## src/rtl/dp_seq_pkg.sv

```systemverilog
// Shared types and widths for the dot-product sequencer that feeds the int8 MAC.
package dp_seq_pkg;

    localparam int OP_W  = 8;
    localparam int ACC_W = 32;

    typedef enum logic [2:0] {
        IDLE   = 3'd0,
        ISSUE  = 3'd1,
        HOLD   = 3'd2,
        WAIT   = 3'd3,
        SETTLE = 3'd4,
        RESULT = 3'd5
    } state_t;

    typedef struct packed {
        logic                   last;
        logic signed [OP_W-1:0] a;
        logic signed [OP_W-1:0] b;
    } fifo_entry_t;

    localparam int ENTRY_W = $bits(fifo_entry_t);

endpackage

```

## src/rtl/sync_fifo.sv

```systemverilog
// Small synchronous FIFO with a combinational head read and no push/pop bypass.
module sync_fifo #(
    parameter int WIDTH = 17,
    parameter int DEPTH = 8
) (
    input  logic             clk,
    input  logic             reset,
    input  logic             push,
    input  logic             pop,
    input  logic [WIDTH-1:0] din,
    output logic [WIDTH-1:0] head,
    output logic             full,
    output logic             empty
);

    localparam int AW = $clog2(DEPTH);

    logic [WIDTH-1:0] mem [DEPTH];
    logic [AW:0]      wr_ptr;
    logic [AW:0]      rd_ptr;
    logic             do_push;
    logic             do_pop;

    // Pointers carry one extra wrap bit so full and empty can be told apart.
    assign empty   = (wr_ptr == rd_ptr);
    assign full    = (wr_ptr[AW] != rd_ptr[AW]) && (wr_ptr[AW-1:0] == rd_ptr[AW-1:0]);
    assign head    = mem[rd_ptr[AW-1:0]];
    assign do_push = push && !full;
    assign do_pop  = pop && !empty;

    always_ff @(posedge clk) begin
        if (reset) begin
            wr_ptr <= '0;
            rd_ptr <= '0;
        end else begin
            if (do_push)
                wr_ptr <= wr_ptr + 1'b1;
            if (do_pop)
                rd_ptr <= rd_ptr + 1'b1;
        end
    end

    always_ff @(posedge clk) begin
        if (do_push)
            mem[wr_ptr[AW-1:0]] <= din;
    end

endmodule

```

## src/rtl/dot_product_sequencer.sv

```systemverilog
// Feeds buffered int8 pairs to the MAC one at a time and reports each vector's
// dot product as the change in the never-cleared MAC accumulator.
module dot_product_sequencer
    import dp_seq_pkg::*;
#(
    parameter int DEPTH = 8,
    parameter int CNT_W = 8
) (
    input  logic             clk,
    input  logic             reset,
    input  logic             in_valid,
    output logic             in_ready,
    input  logic [OP_W-1:0]  in_a,
    input  logic [OP_W-1:0]  in_b,
    input  logic             in_last,
    output logic             mac_valid,
    output logic [OP_W-1:0]  mac_a,
    output logic [OP_W-1:0]  mac_b,
    input  logic [ACC_W-1:0] mac_y,
    input  logic             mac_overflow,
    input  logic             mac_done,
    output logic             out_valid,
    input  logic             out_ready,
    output logic [ACC_W-1:0] out_data,
    output logic [CNT_W-1:0] out_count,
    output logic             out_ovf,
    output logic             busy
);

    localparam logic [CNT_W-1:0] CNT_MAX = '1;

    state_t           state;
    fifo_entry_t      din;
    fifo_entry_t      head;
    logic             full;
    logic             empty;
    logic             push;
    logic             pop;
    logic [ACC_W-1:0] base;
    logic [CNT_W-1:0] count;
    logic             sticky_ovf;
    logic             first_flag;
    logic             cur_last;

    assign din      = '{last: in_last, a: in_a, b: in_b};
    assign in_ready = !full;
    assign push     = in_valid && in_ready;
    assign pop      = (state == HOLD);
    assign busy     = (state != IDLE);

    sync_fifo #(
        .WIDTH(ENTRY_W),
        .DEPTH(DEPTH)
    ) u_fifo (
        .clk   (clk),
        .reset (reset),
        .push  (push),
        .pop   (pop),
        .din   (din),
        .head  (head),
        .full  (full),
        .empty (empty)
    );

    // The head stays in the FIFO through ISSUE and HOLD because the MAC
    // samples its operands during the HOLD cycle; it is popped leaving HOLD.
    always_ff @(posedge clk) begin
        if (reset) begin
            state      <= IDLE;
            mac_valid  <= 1'b0;
            mac_a      <= '0;
            mac_b      <= '0;
            out_valid  <= 1'b0;
            out_data   <= '0;
            out_count  <= '0;
            out_ovf    <= 1'b0;
            base       <= '0;
            count      <= '0;
            sticky_ovf <= 1'b0;
            first_flag <= 1'b1;
            cur_last   <= 1'b0;
        end else begin
            case (state)
                IDLE: begin
                    if (!empty) begin
                        if (first_flag)
                            base <= mac_y;
                        mac_valid <= 1'b1;
                        mac_a     <= head.a;
                        mac_b     <= head.b;
                        state     <= ISSUE;
                    end
                end
                ISSUE: begin
                    mac_valid <= 1'b0;
                    state     <= HOLD;
                end
                HOLD: begin
                    cur_last <= head.last;
                    state    <= WAIT;
                end
                WAIT: begin
                    if (mac_done) begin
                        sticky_ovf <= sticky_ovf | mac_overflow;
                        if (count != CNT_MAX)
                            count <= count + 1'b1;
                        state <= SETTLE;
                    end
                end
                // The accumulator has absorbed the last product by now.
                SETTLE: begin
                    if (cur_last) begin
                        out_data   <= mac_y - base;
                        out_count  <= count;
                        out_ovf    <= sticky_ovf;
                        out_valid  <= 1'b1;
                        count      <= '0;
                        sticky_ovf <= 1'b0;
                        first_flag <= 1'b1;
                        state      <= RESULT;
                    end else begin
                        first_flag <= 1'b0;
                        if (!empty) begin
                            mac_valid <= 1'b1;
                            mac_a     <= head.a;
                            mac_b     <= head.b;
                            state     <= ISSUE;
                        end else begin
                            state <= IDLE;
                        end
                    end
                end
                RESULT: begin
                    if (out_ready) begin
                        out_valid <= 1'b0;
                        state     <= IDLE;
                    end
                end
                default: state <= IDLE;
            endcase
        end
    end

endmodule

```

## config.mk

```make
export PLATFORM = sky130hd
export DESIGN_NAME = dot_product_sequencer
export DESIGN_NICKNAME = d
export VERILOG_FILES = /design/src/rtl/dp_seq_pkg.sv /design/src/rtl/sync_fifo.sv /design/src/rtl/dot_product_sequencer.sv
export SDC_FILE = /design/constraint.sdc
export NUM_CORES = 1
export LEC_CHECK = 0
export ABC_AREA = 0
export BUFFER_PORTS_ARGS = -buffer_cell sky130_fd_sc_hd__buf_4
export CAP_MARGIN = 10
export CORE_UTILIZATION = 59
export DETAILED_ROUTE_END_ITERATION = 10
export HOLD_SLACK_MARGIN = 0.15
export PLACE_DENSITY = 0.89
export RECOVER_POWER = 100
export SETUP_SLACK_MARGIN = 0.1
export SLEW_MARGIN = 10
export SYNTH_ARGS = -nofsm -noshare
export SYNTH_HDL_FRONTEND = slang
export SYNTH_SLANG_ARGS = --single-unit
```

## constraint.sdc

```tcl
create_clock -name clk -period 3.6 [get_ports clk]
set_input_delay 0.54 -clock clk [delete_from_list [all_inputs] [get_ports clk]]
set_output_delay 0.54 -clock clk [all_outputs]
set_load 0.05 [all_outputs]
```

==> metrics <==
Final period util=84.92%; antenna cells=0; Pwr Density=590.1 nW/um2; Post-CTS Repair Setup Buffers=0; leakage=4.414 nW; most frequent cells in the layout=nand2_1, edfxtp_1, dfxtp_1; num ports=116; Worst EP arrival=3.47 ns; synthesized instance count=983; Detail Route Antenna Nets=0; Hold Slack=0.2705 ns; Async S/R FF share, synth=0%; failing checks=capacitance limit, slew limit; die area=19630 um2; Synth Area per Inst=11.45 um2; clock tree sinks=252; crit end category=register; Hold Vio Cnt, Final=0; post-detail-place hpwl=16730 um; vias per std cell=5.992; WL per Instance=19.07 um; Yosys top cell by area=edfxtp_1; Worst R2R Path Depth=10; Worst Skew=0.01686 ns; Yosys top cell area share=36.29%; synth top area cells=edfxtp_1, dfxtp_1, mux4_2; Post-synth EDFFs=136; Fillers=1390; TritonCTS Buffers=26; reg2reg end=out_data[26]; input/output buffers=115; max frequency=327.1 MHz; flop and latch count out of synthesis=252; number of global-route vias before repair=7825; Final Setup Violations=0; synth warn=0; GRT Util Overall=26.39%; RSZ-0062 raised after global routing=no; post-route cell area=12800 um2; HP Class=in2reg; first-pass GRT wire length=40410 um; Peak VDD IR=0.0004968 V; grt total ovfl=0; startpoint class of the critical path=register; post-layout util=68.44%; register area share after synthesis=56.93%; R2R Path Start=base[0]; clk_lat worst skew=0.53 ns; min-delay src=mac_y[24]; largest net degree at the start of global routing=67; initial antenna violation count=0; Core Rows=50; GPL Wtd Cong=0.9330; post-CTS sizing=0; Slew HR=-14.34%; worst hold endpoint=base[24]; worst path required time=4.02 ns; DRC errors left=0; DR vias=8017; crit path kind=reg2reg; Worst-Margin Slew=1.715 ns; hold_buf cts=0; drt first pass iters=5; Tot Pwr=7.555 mW; post-route minimum period=3.057 ns; Distinct cells, synth=65; Area growth, synth to finish=13.76%; Die Y=140.1 um; Worst Path Max Fanout=3; CTS HTree Levels=1; total wire length=25520 um; drt initial violations=665; Hold Path Depth=3; CTS tree=yes; core box area=18710 um2; Initial Util=60.16%; Root Buffer=clkbuf_16; Post-Syn Nets=1073; Longest Clk Path Bufs=3; mapped cell area=11250 um2; DP Area=12290 um2; Chip Width=140.1 um; r2r setup slk=0.54 ns; max_cap viols=2; layout cells sized above 1=12.14%; status=finished with violations; Reg clk slew, reported paths=0.06 ns; TNS Setup=0 ns; Top FF cell, synth=edfxtp_1; Pins Over Slew Limit=67; # nets final=1174
==> critical path, stage by stage, from the launching register on <==
cell	delay [ns]
dfxtp_1	0.31
ha_1	0.21
fa_1	0.41
and2b_1	0.26
o2111ai_1	0.13
a21boi_0	0.39
a211oi_1	0.24
o31ai_2	0.39
a41oi_1	0.25
xnor2_1	0.17
a22o_1	0.18
==> synth_stat cells (all sizes together), types with 20 or more instances <==
| master | n |
|---|---|
| nand2 | 137 |
| a21o | 20 |
| ha | 34 |
| dfxtp | 116 |
| edfxtp | 136 |
| inv | 43 |
| xnor2 | 20 |
| a21oi | 89 |
| mux4 | 34 |
| clkbuf | 48 |
| a211oi | 25 |
| nor2 | 81 |
| mux2i | 20 |
==> cells by family after synthesis <==
logic type      Yosys count  synth area share, %
simple gates            300                11.82
mux                      55                8.684
compound gates          201                11.85
xor+xnor                 37                2.880
buf+inv                 103                3.880
flops                   252                56.93
fa+ha+maj                35                3.958
==> worst max path at each step <==
stage | slack, ns | startpoint | end
after floorplan | 0.48 | u_fifo.wr_ptr[1] | u_fifo.mem[0][0]
after global placement | 0.55 | mac_y[0] | out_data[26]
after detailed placement | 0.44 | mac_y[0] | out_data[26]
after CTS | 0.80 | base[0] | out_data[26]
after global routing | 0.38 | base[0] | out_data[26]
final | 0.54 | base[0] | out_data[26]
==> per-stage QoR <==
| step | std cells | worst slack (ns) |
|---|---|---|
| after floorplan | 983 | 0.4763 |
| after global placement | 1290 | 0.5467 |
| after detailed placement | 1290 | 0.4359 |
| after CTS | 1338 | 0.7973 |
| after global routing | 1338 | 0.3823 |
| final | 1338 | 0.5428 |
==> registers in the layout, summed over array words and instances, names as in the netlist, 3 cells and up, named ones only <==
signal         flops
u_fifo.wr_ptr      4
mac_a              8
u_fifo.rd_ptr      4
count              8
state              3
u_fifo.mem       136
out_count          8
out_data          32
base              32
mac_b              8
==> final cells by class <==
type | instances | area (um2) | share of cell area (%)
multi-input combinational | 628 | 4374 | 34.17
timing repair buffer | 133 | 674.4 | 5.268
sequential | 252 | 6407 | 50.05
clock buffer | 32 | 714.4 | 5.581
clock inverter | 16 | 177.7 | 1.388
inverter | 43 | 161.4 | 1.261
tap | 234 | 292.8 | 2.287
==> per-layer routing <==
| metal | track usage, % | up-vias | wire length, um |
|---|---|---|---|
| met5 | 0 | - | 0 |
| met4 | 9.601 | 0 | 774 |
| met1 | 32.86 | 3845 | 10020 |
| met2 | 46.58 | 345 | 13030 |
| met3 | 4.171 | 67 | 1700 |
| li1 | - | 3760 | - |
==> where the power goes <==
group	switching, mW	leakage (nW)	internal [mW]
clock network	1.11	0.438	1.63
registers	0.122	2.18	3.19
logic	0.974	1.80	0.526
total	2.21	4.41	5.35
Power figures use the tool's default switching activity.
